$ cat src/rtl/ad5662_spi_rx.sv
// Receive-side decoder for the AD5662 3-wire DAC interface: oversamples sclk/mosi/sync_n
// in the clk domain, frames 24-bit words and reports the DAC code and power-down bits.
module ad5662_spi_rx #(
  parameter int SYNC_STAGES    = 2,
  parameter int FRAME_BITS     = 24,
  parameter int TIMEOUT_CYCLES = 4096
) (
  input  logic        clk,
  input  logic        reset_n,
  input  logic        sclk,
  input  logic        mosi,
  input  logic        sync_n,
  output logic [15:0] dac_code,
  output logic [1:0]  pd_mode,
  output logic        frame_valid,
  output logic        frame_err,
  output logic [1:0]  err_cause,
  output logic [15:0] frame_cnt,
  output logic        busy,
  output logic [1:0]  state_dbg
);

  localparam logic [1:0] IDLE  = 2'd0;
  localparam logic [1:0] SHIFT = 2'd1;
  localparam logic [1:0] HOLD  = 2'd2;

  localparam int         TW       = $clog2(TIMEOUT_CYCLES);
  localparam logic [TW-1:0] TO_LAST  = TW'(TIMEOUT_CYCLES - 1);
  localparam logic [4:0]    LAST_BIT = 5'(FRAME_BITS - 1);

  logic [SYNC_STAGES-1:0] sclk_sync, mosi_sync, sync_sync;
  logic                   sclk_d, sync_d;
  logic                   sclk_s, mosi_s, sync_s;
  logic                   sclk_fall, sync_fall, sync_rise;

  logic [1:0]    state;
  logic [4:0]    bit_cnt;
  logic [TW-1:0] to_cnt;
  // Only DB17:0 matter; the 17 oldest-needed bits plus the live mosi bit form the word.
  logic [16:0]   shift_reg;
  logic [17:0]   word_next;

  // Resetting to 0 means a line held low across reset never yields a fall.
  always_ff @(posedge clk or negedge reset_n) begin
    if (!reset_n) begin
      sclk_sync <= '0;
      mosi_sync <= '0;
      sync_sync <= '0;
      sclk_d    <= 1'b0;
      sync_d    <= 1'b0;
    end else begin
      sclk_sync <= {sclk_sync[SYNC_STAGES-2:0], sclk};
      mosi_sync <= {mosi_sync[SYNC_STAGES-2:0], mosi};
      sync_sync <= {sync_sync[SYNC_STAGES-2:0], sync_n};
      sclk_d    <= sclk_sync[SYNC_STAGES-1];
      sync_d    <= sync_sync[SYNC_STAGES-1];
    end
  end

  assign sclk_s    = sclk_sync[SYNC_STAGES-1];
  assign mosi_s    = mosi_sync[SYNC_STAGES-1];
  assign sync_s    = sync_sync[SYNC_STAGES-1];
  assign sclk_fall = sclk_d & ~sclk_s;
  assign sync_fall = sync_d & ~sync_s;
  assign sync_rise = ~sync_d & sync_s;
  assign word_next = {shift_reg, mosi_s};

  assign busy      = (state != IDLE);
  assign state_dbg = state;

  always_ff @(posedge clk or negedge reset_n) begin
    if (!reset_n) begin
      state       <= IDLE;
      bit_cnt     <= '0;
      to_cnt      <= '0;
      shift_reg   <= '0;
      dac_code    <= '0;
      pd_mode     <= '0;
      frame_valid <= 1'b0;
      frame_err   <= 1'b0;
      err_cause   <= '0;
      frame_cnt   <= '0;
    end else begin
      frame_valid <= 1'b0;
      frame_err   <= 1'b0;
      case (state)
        IDLE: begin
          if (sync_fall) begin
            state   <= SHIFT;
            bit_cnt <= '0;
            to_cnt  <= '0;
          end
        end
        SHIFT: begin
          // A sync_n rise wins over a coincident sclk fall, which is then not counted.
          if (sync_rise) begin
            state <= IDLE;
            if (bit_cnt != '0) begin
              frame_err <= 1'b1;
              err_cause <= 2'b01;
            end
          end else if (sclk_fall) begin
            shift_reg <= word_next[16:0];
            bit_cnt   <= bit_cnt + 5'd1;
            to_cnt    <= '0;
            if (bit_cnt == LAST_BIT) begin
              dac_code    <= word_next[15:0];
              pd_mode     <= word_next[17:16];
              frame_valid <= 1'b1;
              frame_cnt   <= frame_cnt + 16'd1;
              state       <= HOLD;
            end
          end else if (to_cnt == TO_LAST) begin
            frame_err <= 1'b1;
            err_cause <= 2'b10;
            state     <= HOLD;
          end else begin
            to_cnt <= to_cnt + 1'b1;
          end
        end
        HOLD: begin
          if (sync_rise) state <= IDLE;
        end
        default: state <= IDLE;
      endcase
    end
  end

endmodule
$ cat config.mk
export PLATFORM = sky130hd
export DESIGN_NAME = ad5662_spi_rx
export DESIGN_NICKNAME = d
export VERILOG_FILES = /design/src/rtl/ad5662_spi_rx.sv
export SDC_FILE = /design/constraint.sdc
export NUM_CORES = 1
export LEC_CHECK = 0
export CORE_MARGIN = 10
export CORE_UTILIZATION = 54
export DETAILED_ROUTE_END_ITERATION = 10
export MAX_ROUTING_LAYER = met4
export PLACE_DENSITY = 0.85
export SYNTH_ARGS = -nofsm -noshare
export SYNTH_HDL_FRONTEND = slang
export SYNTH_SLANG_ARGS = --single-unit
$ cat constraint.sdc
create_clock -name clk -period 2.5 [get_ports clk]
set_input_delay 0.5 -clock clk [delete_from_list [all_inputs] [get_ports clk]]
set_output_delay 0.5 -clock clk [all_outputs]
set_load 0.02 [all_outputs]
==> results of run 1 <==
-- cells by family (layout without fill, tap and decap cells) --
| kind of cell | count (synthesis) | in the layout | share of synthesized area |
|---|---|---|---|
| buffers and inverters | 15 | 74 | 0.0201 |
| xor gates and xnor gates | 18 | 18 | 0.0460 |
| adders and majority gates | 5 | 5 | 0.0175 |
| muxes | 21 | 21 | 0.0686 |
| and+or+nand+nor | 139 | 139 | 0.194 |
| DFF | 82 | 82 | 0.598 |
| AOI/OAI and AO/OA | 30 | 30 | 0.0554 |
-- final timing paths --
| path | cells past startpoint | end | slack [ns] |
|---|---|---|---|
| worst max-delay path | 2 | busy | 0.34 |
| min in group clk | 0 | sclk_sync[1]$_DFF_PN0_ | 0.35 |
| worst min-delay path | 1 | bit_cnt[0]$_DFFE_PN0P_ | 0.23 |
| worst max register to register | 6 | frame_cnt[12]$_DFFE_PN0P_ | 0.39 |
| worst min register to register | 0 | sclk_sync[1]$_DFF_PN0_ | 0.35 |
| max in group asynchronous | 2 | frame_cnt[2]$_DFFE_PN0P_ | 1.61 |
-- through the flow --
step | hold WS [ns] | std cells | instance area (µm²) | setup slack [ns] | total power [mW]
after CTS | 0.258 | 444 | 4170 | 0.309 | 2.87
after detailed placement | 0.337 | 428 | 3980 | 0.427 | 1.98
after global routing | 0.286 | 444 | 4170 | 0.278 | 3.00
final | 0.230 | 444 | 4170 | 0.337 | 2.84
after floorplan | 0.204 | 310 | 3430 | 0.627 | 1.80
after global placement | 0.333 | 428 | 3980 | 0.525 | 1.96
-- power groups by stage --
stage	combinational, mW	sequential [mW]	clock, mW
detailed placement	0.455	1.53	0
global route	0.512	1.52	0.968
CTS	0.468	1.50	0.905
global placement	0.440	1.52	0
finish	0.459	1.50	0.883
floorplan	0.273	1.53	0
-- critical path, cell delays in order (launching register included) --
cell and delay, ns:
sky130_fd_sc_hd__dfrtp_1 0.45, sky130_fd_sc_hd__or2_2 0.32, sky130_fd_sc_hd__clkdlybuf4s50_1 0.54
-- final cells by class --
cell class | count | share of cell area
well taps | 75 | 0.0225
clock inverters | 6 | 0.0117
flip-flops and latches | 82 | 0.493
clock buffers | 10 | 0.0330
multi-input cells | 213 | 0.315
inverters | 6 | 0.00541
repair buffers | 52 | 0.120
-- synth_stat cells (2+ instances only) --
cell type / n
sky130_fd_sc_hd__mux2_2: 20
sky130_fd_sc_hd__nor4_1: 5
sky130_fd_sc_hd__nor2_1: 17
sky130_fd_sc_hd__buf_2: 4
sky130_fd_sc_hd__ha_1: 4
sky130_fd_sc_hd__nand3_1: 11
sky130_fd_sc_hd__nand2_1: 72
sky130_fd_sc_hd__nand4_1: 7
sky130_fd_sc_hd__xnor2_1: 11
sky130_fd_sc_hd__a31oi_1: 4
sky130_fd_sc_hd__clkbuf_1: 4
sky130_fd_sc_hd__xor2_1: 7
sky130_fd_sc_hd__dfrtp_1: 82
sky130_fd_sc_hd__o31ai_1: 2
sky130_fd_sc_hd__inv_1: 6
sky130_fd_sc_hd__nand3b_1: 2
sky130_fd_sc_hd__nor3_1: 5
sky130_fd_sc_hd__and3_1: 3
sky130_fd_sc_hd__nor2b_1: 2
sky130_fd_sc_hd__nand2b_1: 3
sky130_fd_sc_hd__o21ai_0: 14
sky130_fd_sc_hd__or3_1: 2
sky130_fd_sc_hd__a21oi_1: 4
-- metal layers --
layer | up-vias | GRT usage
li1 | 1173 | -
met1 | 1214 | 0.178
met2 | 60 | 0.231
met3 | 8 | 0.0381
met4 | 0 | 0.0684
met5 | - | -
==> qor_table.md, run 1 <==
| Item | Reported | Unit |
|:---|:---|:---|
| Logic pwr share | 0.162 | - |
| Post-route setup TNS | 0 | ns |
| Final routed wirelength across all metal layers | 6.77 | mm |
| Antenna violations before repair | 0 | - |
| Worst Setup SP | state_dbg[0]$_DFFE_PN0P_ | - |
| Core Footprint | 6060 | µm² |
| Wire length of the first global-routing pass | 11.9 | mm |
| Predominant post-synthesis flop cell | sky130_fd_sc_hd__dfrtp_1 | - |
| Router iterations before antenna repair | 4 | - |
| Via-per-instance ratio | 5.53 | - |
| First-iteration detailed-routing DRC count | 122 | - |
| Layout area overhead | 21.4 | % |
| Number of sinks driven by the clock tree | 82 | - |
| Peak Freq | 462 | MHz |
| Root Driver | sky130_fd_sc_hd__clkbuf_8 | - |
| Floorplan die width | 99.7 | µm |
| Insertion delay of the later-clocked pin in the worst-skew pair | 0.35 | ns |
| Setup repair after global routing missed its margin | false | - |
| Critical path endpoint category | primary output | - |
| Routability Congestion | 0.845 | - |
| Critical path fanouts, max | 8 | - |
| Count of nets after finishing | 373 | - |
| Max-slew violation total from the final report | 0 | - |
| Cell area after synthesis | 3430 | µm² |
| Top cell type by total area after synthesis | sky130_fd_sc_hd__dfrtp_1 | - |
| I/O Pins | 46 | - |
| Net Switching | 0.837 | mW |
| Remaining max-slew budget at the tightest pin | 0.465 | - |
| Proportion of synthesized flip-flops having asynchronous set or reset | 1.00 | - |
| MaxCap Viol Count | 0 | - |
| TritonCTS buffer count | 9 | - |
| Post-CTS setup-driven buffer insertion count | 0 | - |
| CTS clk-pin slew, worst paths | 0.08 | ns |
| Yosys synthesis warning count | 0 | - |
| Final period demand of the worst path | 2.16 | ns |
| Type of the worst setup path | register to primary output | - |
| Run status | finished, final reports clean | - |
| Routed via count | 2,455 | - |
| Required arrival time at the worst endpoint | 2.00 | ns |
| Origin of the critical flop-to-flop path | bit_cnt[0]$_DFFE_PN0P_ | - |
| Cell variety after synth | 42 | - |
| Switching Fraction | 0.295 | - |
| EDFF count, synth | 0 | - |
| Power Internal | 2.01 | mW |
| Number of cells produced by synthesis | 310 | - |
| Aggregate global-route resource usage | 0.149 | - |
| DIE HEIGHT | 99.7 | µm |
| Final routed wire length divided by cell count | 15.2 | µm |
| Commonest cells after routing, fill and taps aside | 82 x sky130_fd_sc_hd__dfrtp_1, 72 x sky130_fd_sc_hd__nand2_1, 44 x sky130_fd_sc_hd__clkdlybuf4s50_1 | - |
| Static Leakage | 1.96 | nW |
| # fillers | 458 | - |
| Antenna Violating Nets Remaining | 0 | - |
| CTS resizes | 0 | - |
| DIE AREA | 9940 | µm² |
| Utilization after layout | 0.687 | - |
| # rows | 28 | - |
| Post-synthesis average cell area | 11.1 | µm² |
| Worst EP arrival | 1.66 | ns |
| Multi-input gate area | 1310 | µm² |
| Number of nets in the synthesized netlist | 319 | - |
| Share of layout cells above drive strength 1 | 0.141 | - |
| Remaining routing DRC violations | 0 | - |
| Half-perimeter wire length after detailed placement | 4.75 | mm |
| Highest signal layer in the routed design | met4 | - |
| Leading cell type in the layout, fill and taps excluded | sky130_fd_sc_hd__dfrtp_1 | - |
| CTS tree | yes | - |
| Main area contributors after synthesis | sky130_fd_sc_hd__dfrtp_1 60%, sky130_fd_sc_hd__nand2_1 7.9%, sky130_fd_sc_hd__mux2_2 6.6% | - |
| Diode insertion count for antenna repair | 0 | - |
| Maximum number of pins on one net before global-route repair | 68 | - |
| Sum of overflow across all layers after global routing | 0 | - |
| Path type of the worst min-delay path | input pin to asynchronous set/reset pin | - |
| Maximum buffer depth of the clock tree | 2 | - |
| Sequential standard cell area | 2050 | µm² |
| Met2 Wirelength | 3.44 | mm |
| Wire length the detailed router placed on met1 | 2.86 | mm |
| Final period utilization | 0.865 | - |
| Final-report setup violation count | 0 | - |
| Worst slew pin tran | 0.803 | ns |
| H-tree levels | 3 | - |
| Hold Fails Final Rpt | 0 | - |
| Top cell type's share of synthesized area | 0.598 | - |
| Register bit count reported by yosys | 82 | - |
| Power density relative to cell area | 683 | nW/µm² |
| Buffers on Ports | 45 | - |
| Fraction of the yosys area taken by sequential cells | 0.598 | - |
| Clock skew | 0.0136 | ns |
| Flip-flop count of the largest register after layout | 17 | - |
| Starting density of the core | 0.566 | - |
| Wire length on met3 | 369 | µm |
| Vias in the first global route | 2,488 | - |
| Portion of total power attributed to the clock network | 0.311 | - |
| Number of buffers inserted for hold repair after clock tree synthesis | 0 | - |
| Peak supply drop | 448 | µV |
| Crit path launch type | register | - |
| Proportion of power drawn by flip-flops and latches | 0.528 | - |
No activity file was read; power rests on OpenSTA's default activity.
==> run 2, diff against run 1 <==
--- a/config.mk
+++ b/config.mk
@@ -6,10 +6,10 @@
 export NUM_CORES = 1
 export LEC_CHECK = 0
 export CORE_MARGIN = 10
-export CORE_UTILIZATION = 54
+export CORE_UTILIZATION = 49
 export DETAILED_ROUTE_END_ITERATION = 10
 export MAX_ROUTING_LAYER = met4
-export PLACE_DENSITY = 0.85
+export PLACE_DENSITY = 0.81
 export SYNTH_ARGS = -nofsm -noshare
 export SYNTH_HDL_FRONTEND = slang
 export SYNTH_SLANG_ARGS = --single-unit
==> constraint.sdc (replaced) <==
create_clock -name clk -period 1.9 [get_ports clk]
set_input_delay 0.38 -clock clk [delete_from_list [all_inputs] [get_ports clk]]
set_output_delay 0.38 -clock clk [all_outputs]
set_load 0.02 [all_outputs]
==> run 2 against run 1 <==
Sequential power increased by 31%. Register-to-register slack got worse by 0.35 ns. Cell count increased by 8.8%. Clock power increased by 34%. Via count increased by 3.6%. Clock-buffer cell count decreased by 1. Hold slack improved by 0.13 ns.
==> qor_table.md, run 2 (same netlist as run 1, synthesis figures left out) <==
| Item | Reported | Unit |
|:---|:---|:---|
| Run status | finished, final reports clean | - |
| First-iteration detailed-routing DRC count | 115 | - |
| Max-slew violation total from the final report | 0 | - |
| Routability Congestion | 0.859 | - |
| Final-report setup violation count | 0 | - |
| # fillers | 511 | - |
| Antenna Violating Nets Remaining | 0 | - |
| Vias in the first global route | 2,608 | - |
| Critical path endpoint category | register | - |
| MaxCap Viol Count | 0 | - |
| R2r setup slk | 0.04 | ns |
| Critical path fanouts, max | 8 | - |
| Worst Setup SP | to_cnt[8]$_DFFE_PN0P_ | - |
| H-tree levels | 3 | - |
| Sum of overflow across all layers after global routing | 0 | - |
| Final routed wirelength across all metal layers | 7.14 | mm |
| Peak supply drop | 468 | µV |
| Remaining routing DRC violations | 0 | - |
| Diode insertion count for antenna repair | 0 | - |
| Hold Fails Final Rpt | 0 | - |
| Remaining max-slew budget at the tightest pin | 0.684 | - |
| Power density relative to cell area | 883 | nW/µm² |
| TritonCTS buffer count | 9 | - |
| Proportion of power drawn by flip-flops and latches | 0.504 | - |
| Wire length of the first global-routing pass | 12.3 | mm |
| Hold path startpoint | sync_sync[0]$_DFF_PN0_ | - |
| Static Leakage | 2.08 | nW |
| Worst slew pin tran | 0.470 | ns |
| Layout area overhead | 28.9 | % |
| Number of sinks driven by the clock tree | 82 | - |
| Floorplan die width | 104 | µm |
| Path type of the worst min-delay path | register to register | - |
| Dpl cell area | 4130 | µm² |
| Starting density of the core | 0.505 | - |
| Required arrival time at the worst endpoint | 2.15 | ns |
| Crit path launch type | register | - |
| Buffers on Ports | 45 | - |
| Total power of the final layout | 3.90 | mW |
| Final routed wire length divided by cell count | 14.8 | µm |
| Antenna violations before repair | 0 | - |
| Routed via count | 2,543 | - |
| Maximum number of pins on one net before global-route repair | 48 | - |
| Half-perimeter wire length after detailed placement | 5.05 | mm |
| Leading cell type in the layout, fill and taps excluded | sky130_fd_sc_hd__dfrtp_1 | - |
| Root Driver | sky130_fd_sc_hd__clkbuf_8 | - |
| Insertion delay of the later-clocked pin in the worst-skew pair | 0.35 | ns |
| Type of the worst setup path | register to register | - |
| I/O Pins | 46 | - |
| Net Switching | 1.18 | mW |
| Power Internal | 2.72 | mW |
| Clock skew | 0.0109 | ns |
| Logic pwr share | 0.195 | - |
| DIE AREA | 10,700 | µm² |
| Fin area | 4420 | µm² |
| Switching Fraction | 0.303 | - |
| Share of layout cells above drive strength 1 | 0.204 | - |
| Count of nets after finishing | 391 | - |
| CTS tree | yes | - |
| CTS clk-pin slew, worst paths | 0.09 | ns |
| Commonest cells after routing, fill and taps aside | 81 x sky130_fd_sc_hd__dfrtp_1, 72 x sky130_fd_sc_hd__nand2_1, 43 x sky130_fd_sc_hd__clkdlybuf4s50_1 | - |
| Final period utilization | 0.981 | - |
| Core Footprint | 6790 | µm² |
| Flip-flop count of the largest register after layout | 17 | - |
| DIE HEIGHT | 104 | µm |
| # rows | 30 | - |
| Peak Freq | 537 | MHz |
| Via-per-instance ratio | 5.27 | - |
| Origin of the critical flop-to-flop path | to_cnt[8]$_DFFE_PN0P_ | - |
| Router iterations before antenna repair | 4 | - |
| Final period demand of the worst path | 1.86 | ns |
| Worst EP arrival | 2.11 | ns |
| Aggregate global-route resource usage | 0.139 | - |
| Portion of total power attributed to the clock network | 0.301 | - |
| Maximum buffer depth of the clock tree | 2 | - |
-- run 2: power groups by stage --
stage / sequential (mW) / combinational [mW] / clock, mW
after floorplan: 2.01 / 0.359 / 0
after global placement: 1.98 / 0.679 / 0
after detailed placement: 1.99 / 0.702 / 0
after CTS: 1.96 / 0.726 / 1.20
after global routing: 1.99 / 0.840 / 1.29
final: 1.97 / 0.762 / 1.18
-- run 2: area by class of cell --
| class | count | area (µm²) | share of cell area |
|---|---|---|---|
| clock inverters | 7 | 61.3 | 0.0139 |
| multi-input cells | 213 | 1370 | 0.310 |
| well taps | 96 | 120 | 0.0272 |
| repair buffers | 70 | 671 | 0.152 |
| clock buffers | 9 | 124 | 0.0280 |
| inverters | 6 | 22.5 | 0.00509 |
| flip-flops and latches | 82 | 2050 | 0.464 |
-- run 2: path summary, 6_finish.rpt --
kind / to / cells after the start
max in group asynchronous: frame_cnt[6]$_DFFE_PN0P_ / 3
hold reg to reg: sync_sync[1]$_DFF_PN0_ / 0
min in group asynchronous: to_cnt[0]$_DFFE_PN0P_ / 2
setup / recovery: to_cnt[3]$_DFFE_PN0P_ / 6
hold / removal: sync_sync[1]$_DFF_PN0_ / 0
setup reg to reg: to_cnt[3]$_DFFE_PN0P_ / 6
-- run 2: layer usage --
metal	global-route usage	wire, µm
met5	-	0
met4	0.0706	131
met2	0.221	3490
met3	0.0248	264
met1	0.165	3250
-- run 2: worst max-delay path, stage by stage (launching register included) --
cell	delay, ns
sky130_fd_sc_hd__dfrtp_1	0.47
sky130_fd_sc_hd__nand4_1	0.20
sky130_fd_sc_hd__or4_4	0.56
sky130_fd_sc_hd__a31oi_4	0.20
sky130_fd_sc_hd__buf_4	0.18
sky130_fd_sc_hd__o21ai_0	0.09
sky130_fd_sc_hd__o41ai_1	0.07
-- run 2: what timing repair did --
action,4_1_cts,5_1_grt
hold endpoints to repair,13,0
gates resized for setup,1,16
endpoints found under the setup margin,7,19
pin swaps,1,4
setup buffers,2,2
hold buffers,1,0
-- run 2: metrics by stage --
step                      hold WS (ns)  utilization  TNS, ns  setup slack (ns)  cells
final                            0.356        0.651        0            0.0369    483
after global placement           0.250        0.608        0            0.0528    462
after floorplan                 0.0844            -        0            0.0266    310
after detailed placement         0.248        0.608  -0.0209          -0.00994    462
after CTS                        0.360        0.638        0           0.00898    481
after global routing             0.366        0.651   -0.173           -0.0741    483
==> run 3, diff against run 2 <==
--- a/config.mk
+++ b/config.mk
@@ -5,11 +5,13 @@
 export SDC_FILE = /design/constraint.sdc
 export NUM_CORES = 1
 export LEC_CHECK = 0
+export CAP_MARGIN = 20
 export CORE_MARGIN = 10
 export CORE_UTILIZATION = 49
 export DETAILED_ROUTE_END_ITERATION = 10
 export MAX_ROUTING_LAYER = met4
 export PLACE_DENSITY = 0.81
+export REMOVE_ABC_BUFFERS = 1
 export SYNTH_ARGS = -nofsm -noshare
 export SYNTH_HDL_FRONTEND = slang
 export SYNTH_SLANG_ARGS = --single-unit
==> run 3 against run 2 <==
Via count increased by 0.20%. Core utilization increased by 0.68 points. Combinational power decreased by 5.4%. Sequential share of layout area decreased by 0.48 points. Routed wire length about the same. Largest power group unchanged.
==> qor_table.md, run 3 (same netlist as run 1, synthesis figures left out) <==
| Item | Reported | Unit |
|:---|:---|:---|
| Run status | finished, final reports clean | - |
| Post-layout instance count excluding filler cells | 484 | - |
| Router iterations before antenna repair | 5 | - |
| Worst Setup SP | state_dbg[1]$_DFFE_PN0P_ | - |
| Via-per-instance ratio | 5.26 | - |
| Antenna Violating Nets Remaining | 0 | - |
| Count of nets after finishing | 392 | - |
| Remaining max-slew budget at the tightest pin | 0.640 | - |
| Number of buffer and inverter instances along the worst setup path | 2 | - |
| Static Leakage | 2.14 | nW |
| Type of the worst setup path | register to primary output | - |
| Crit path launch type | register | - |
| # rows | 30 | - |
| CTS clk-pin slew, worst paths | 0.08 | ns |
| Peak supply drop | 625 | µV |
| Setup repair after global routing missed its margin | true | - |
| DIE HEIGHT | 104 | µm |
| First-iteration detailed-routing DRC count | 91 | - |
| Commonest cells after routing, fill and taps aside | 81 x sky130_fd_sc_hd__dfrtp_1, 72 x sky130_fd_sc_hd__nand2_1, 41 x sky130_fd_sc_hd__clkdlybuf4s50_1 | - |
| TritonCTS buffer count | 9 | - |
| Layout area overhead | 30.3 | % |
| Sequential standard cell area | 2050 | µm² |
| Hold WS | 0.0182 | ns |
| Antenna violations before repair | 0 | - |
| Number of sinks driven by the clock tree | 82 | - |
| Aggregate global-route resource usage | 0.136 | - |
| Diode insertion count for antenna repair | 0 | - |
| Sum of overflow across all layers after global routing | 0 | - |
| Origin of the critical flop-to-flop path | bit_cnt[1]$_DFFE_PN0P_ | - |
| H-tree levels | 3 | - |
| Core Footprint | 6790 | µm² |
| Clock skew | 0.0145 | ns |
| Half-perimeter wire length after detailed placement | 5.10 | mm |
| Flip-flop count of the largest register after layout | 17 | - |
| Power density relative to cell area | 943 | nW/µm² |
| Cells after DPL | 465 | - |
| Maximum cell stage delay along the critical path | 0.39 | ns |
| Final-report setup violation count | 0 | - |
| I/O Pins | 46 | - |
| Share of layout cells above drive strength 1 | 0.204 | - |
| DIE AREA | 10,700 | µm² |
| Critical path endpoint category | primary output | - |
| Leading cell type in the layout, fill and taps excluded | sky130_fd_sc_hd__dfrtp_1 | - |
| Peak Freq | 542 | MHz |
| MaxCap Viol Count | 0 | - |
| Path type of the worst min-delay path | input pin to asynchronous set/reset pin | - |
| Max-slew violation total from the final report | 0 | - |
| Routed via count | 2,548 | - |
| Critical path fanouts, max | 6 | - |
| Root Driver | sky130_fd_sc_hd__clkbuf_8 | - |
| # fillers | 512 | - |
| Remaining routing DRC violations | 0 | - |
| Final routed wire length divided by cell count | 14.8 | µm |
| Maximum buffer depth of the clock tree | 2 | - |
| Slowest library cell on the worst path | sky130_fd_sc_hd__dfrtp_1 | - |
| Maximum number of pins on one net before global-route repair | 44 | - |
| Final period demand of the worst path | 1.84 | ns |
| Final period utilization | 0.970 | - |
| Number of buffers inserted for hold repair after clock tree synthesis | 0 | - |
| Wire length of the first global-routing pass | 12.1 | mm |
| Final routed wirelength across all metal layers | 7.14 | mm |
| CP top delay family | buffers and inverters | - |
| Floorplan die width | 104 | µm |
| Buffers on Ports | 45 | - |
| Hold Fails Final Rpt | 0 | - |
| Cell chain of the critical path | buf_4, or2_2, clkdlybuf4s15_1 | - |
| Multi-input gate area | 1380 | µm² |
| Required arrival time at the worst endpoint | 1.52 | ns |
| Starting density of the core | 0.505 | - |
| Utilization after layout | 0.658 | - |
| Vias in the first global route | 2,598 | - |
| CTS tree | yes | - |
| Worst slew pin tran | 0.539 | ns |
| Worst EP arrival | 1.46 | ns |
| Insertion delay of the later-clocked pin in the worst-skew pair | 0.34 | ns |
| Routability Congestion | 0.814 | - |
-- run 3: metal layers --
metal	routed length, µm	vias to the layer above	share of wire	GRT usage
li1	-	1208	-	-
met4	116	0	0.016	0.0447
met3	234	15	0.033	0.0310
met5	0	-	0	-
met2	3520	62	0.49	0.227
met1	3270	1263	0.46	0.160
-- run 3: metrics by stage --
stage	power, mW	worst slack, ns	instance area (µm²)	TNS (ns)
after detailed placement	2.69	0.0259	4130	0
after global routing	4.42	-0.0936	4470	-0.239
final	4.22	0.0566	4470	0
after global placement	2.66	0.0692	4130	0
after floorplan	2.34	-0.449	3380	-5.46
after CTS	4.21	-0.00164	4370	-0.00164
-- run 3: final timing paths --
path	endpoint	slack (ns)	cells after the start
min	sclk_sync[0]$_DFF_PN0_	0.02	1
max	busy	0.06	3
max in group asynchronous	dac_code[4]$_DFFE_PN0P_	1.31	2
max reg2reg	frame_cnt[14]$_DFFE_PN0P_	0.09	7
min reg2reg	mosi_sync[1]$_DFF_PN0_	0.35	0
min in group clk	mosi_sync[1]$_DFF_PN0_	0.35	0
-- run 3: layout make-up --
cell class	count	area share
Clock buffer	11	0.0316
Clock inverter	5	0.0241
Inverter	6	0.00504
Multi-Input combinational cell	214	0.310
Sequential cell	82	0.459
Tap cell	96	0.0269
Timing Repair Buffer	70	0.143
-- run 3: timing repair --
action,4_1_cts,5_1_grt
setup endpoints to repair,2,41
pin swaps,0,2
setup buffers,0,2
endpoints found under the hold margin,0,0
cloned,0,1
resized for setup,1,13
-- run 3: where the power goes --
group	total [mW]	internal (mW)	leakage (nW)	switching, mW
sequential	1.96	1.86	1.12	0.103
combinational	0.721	0.331	0.900	0.391
clock	1.53	0.919	0.125	0.613
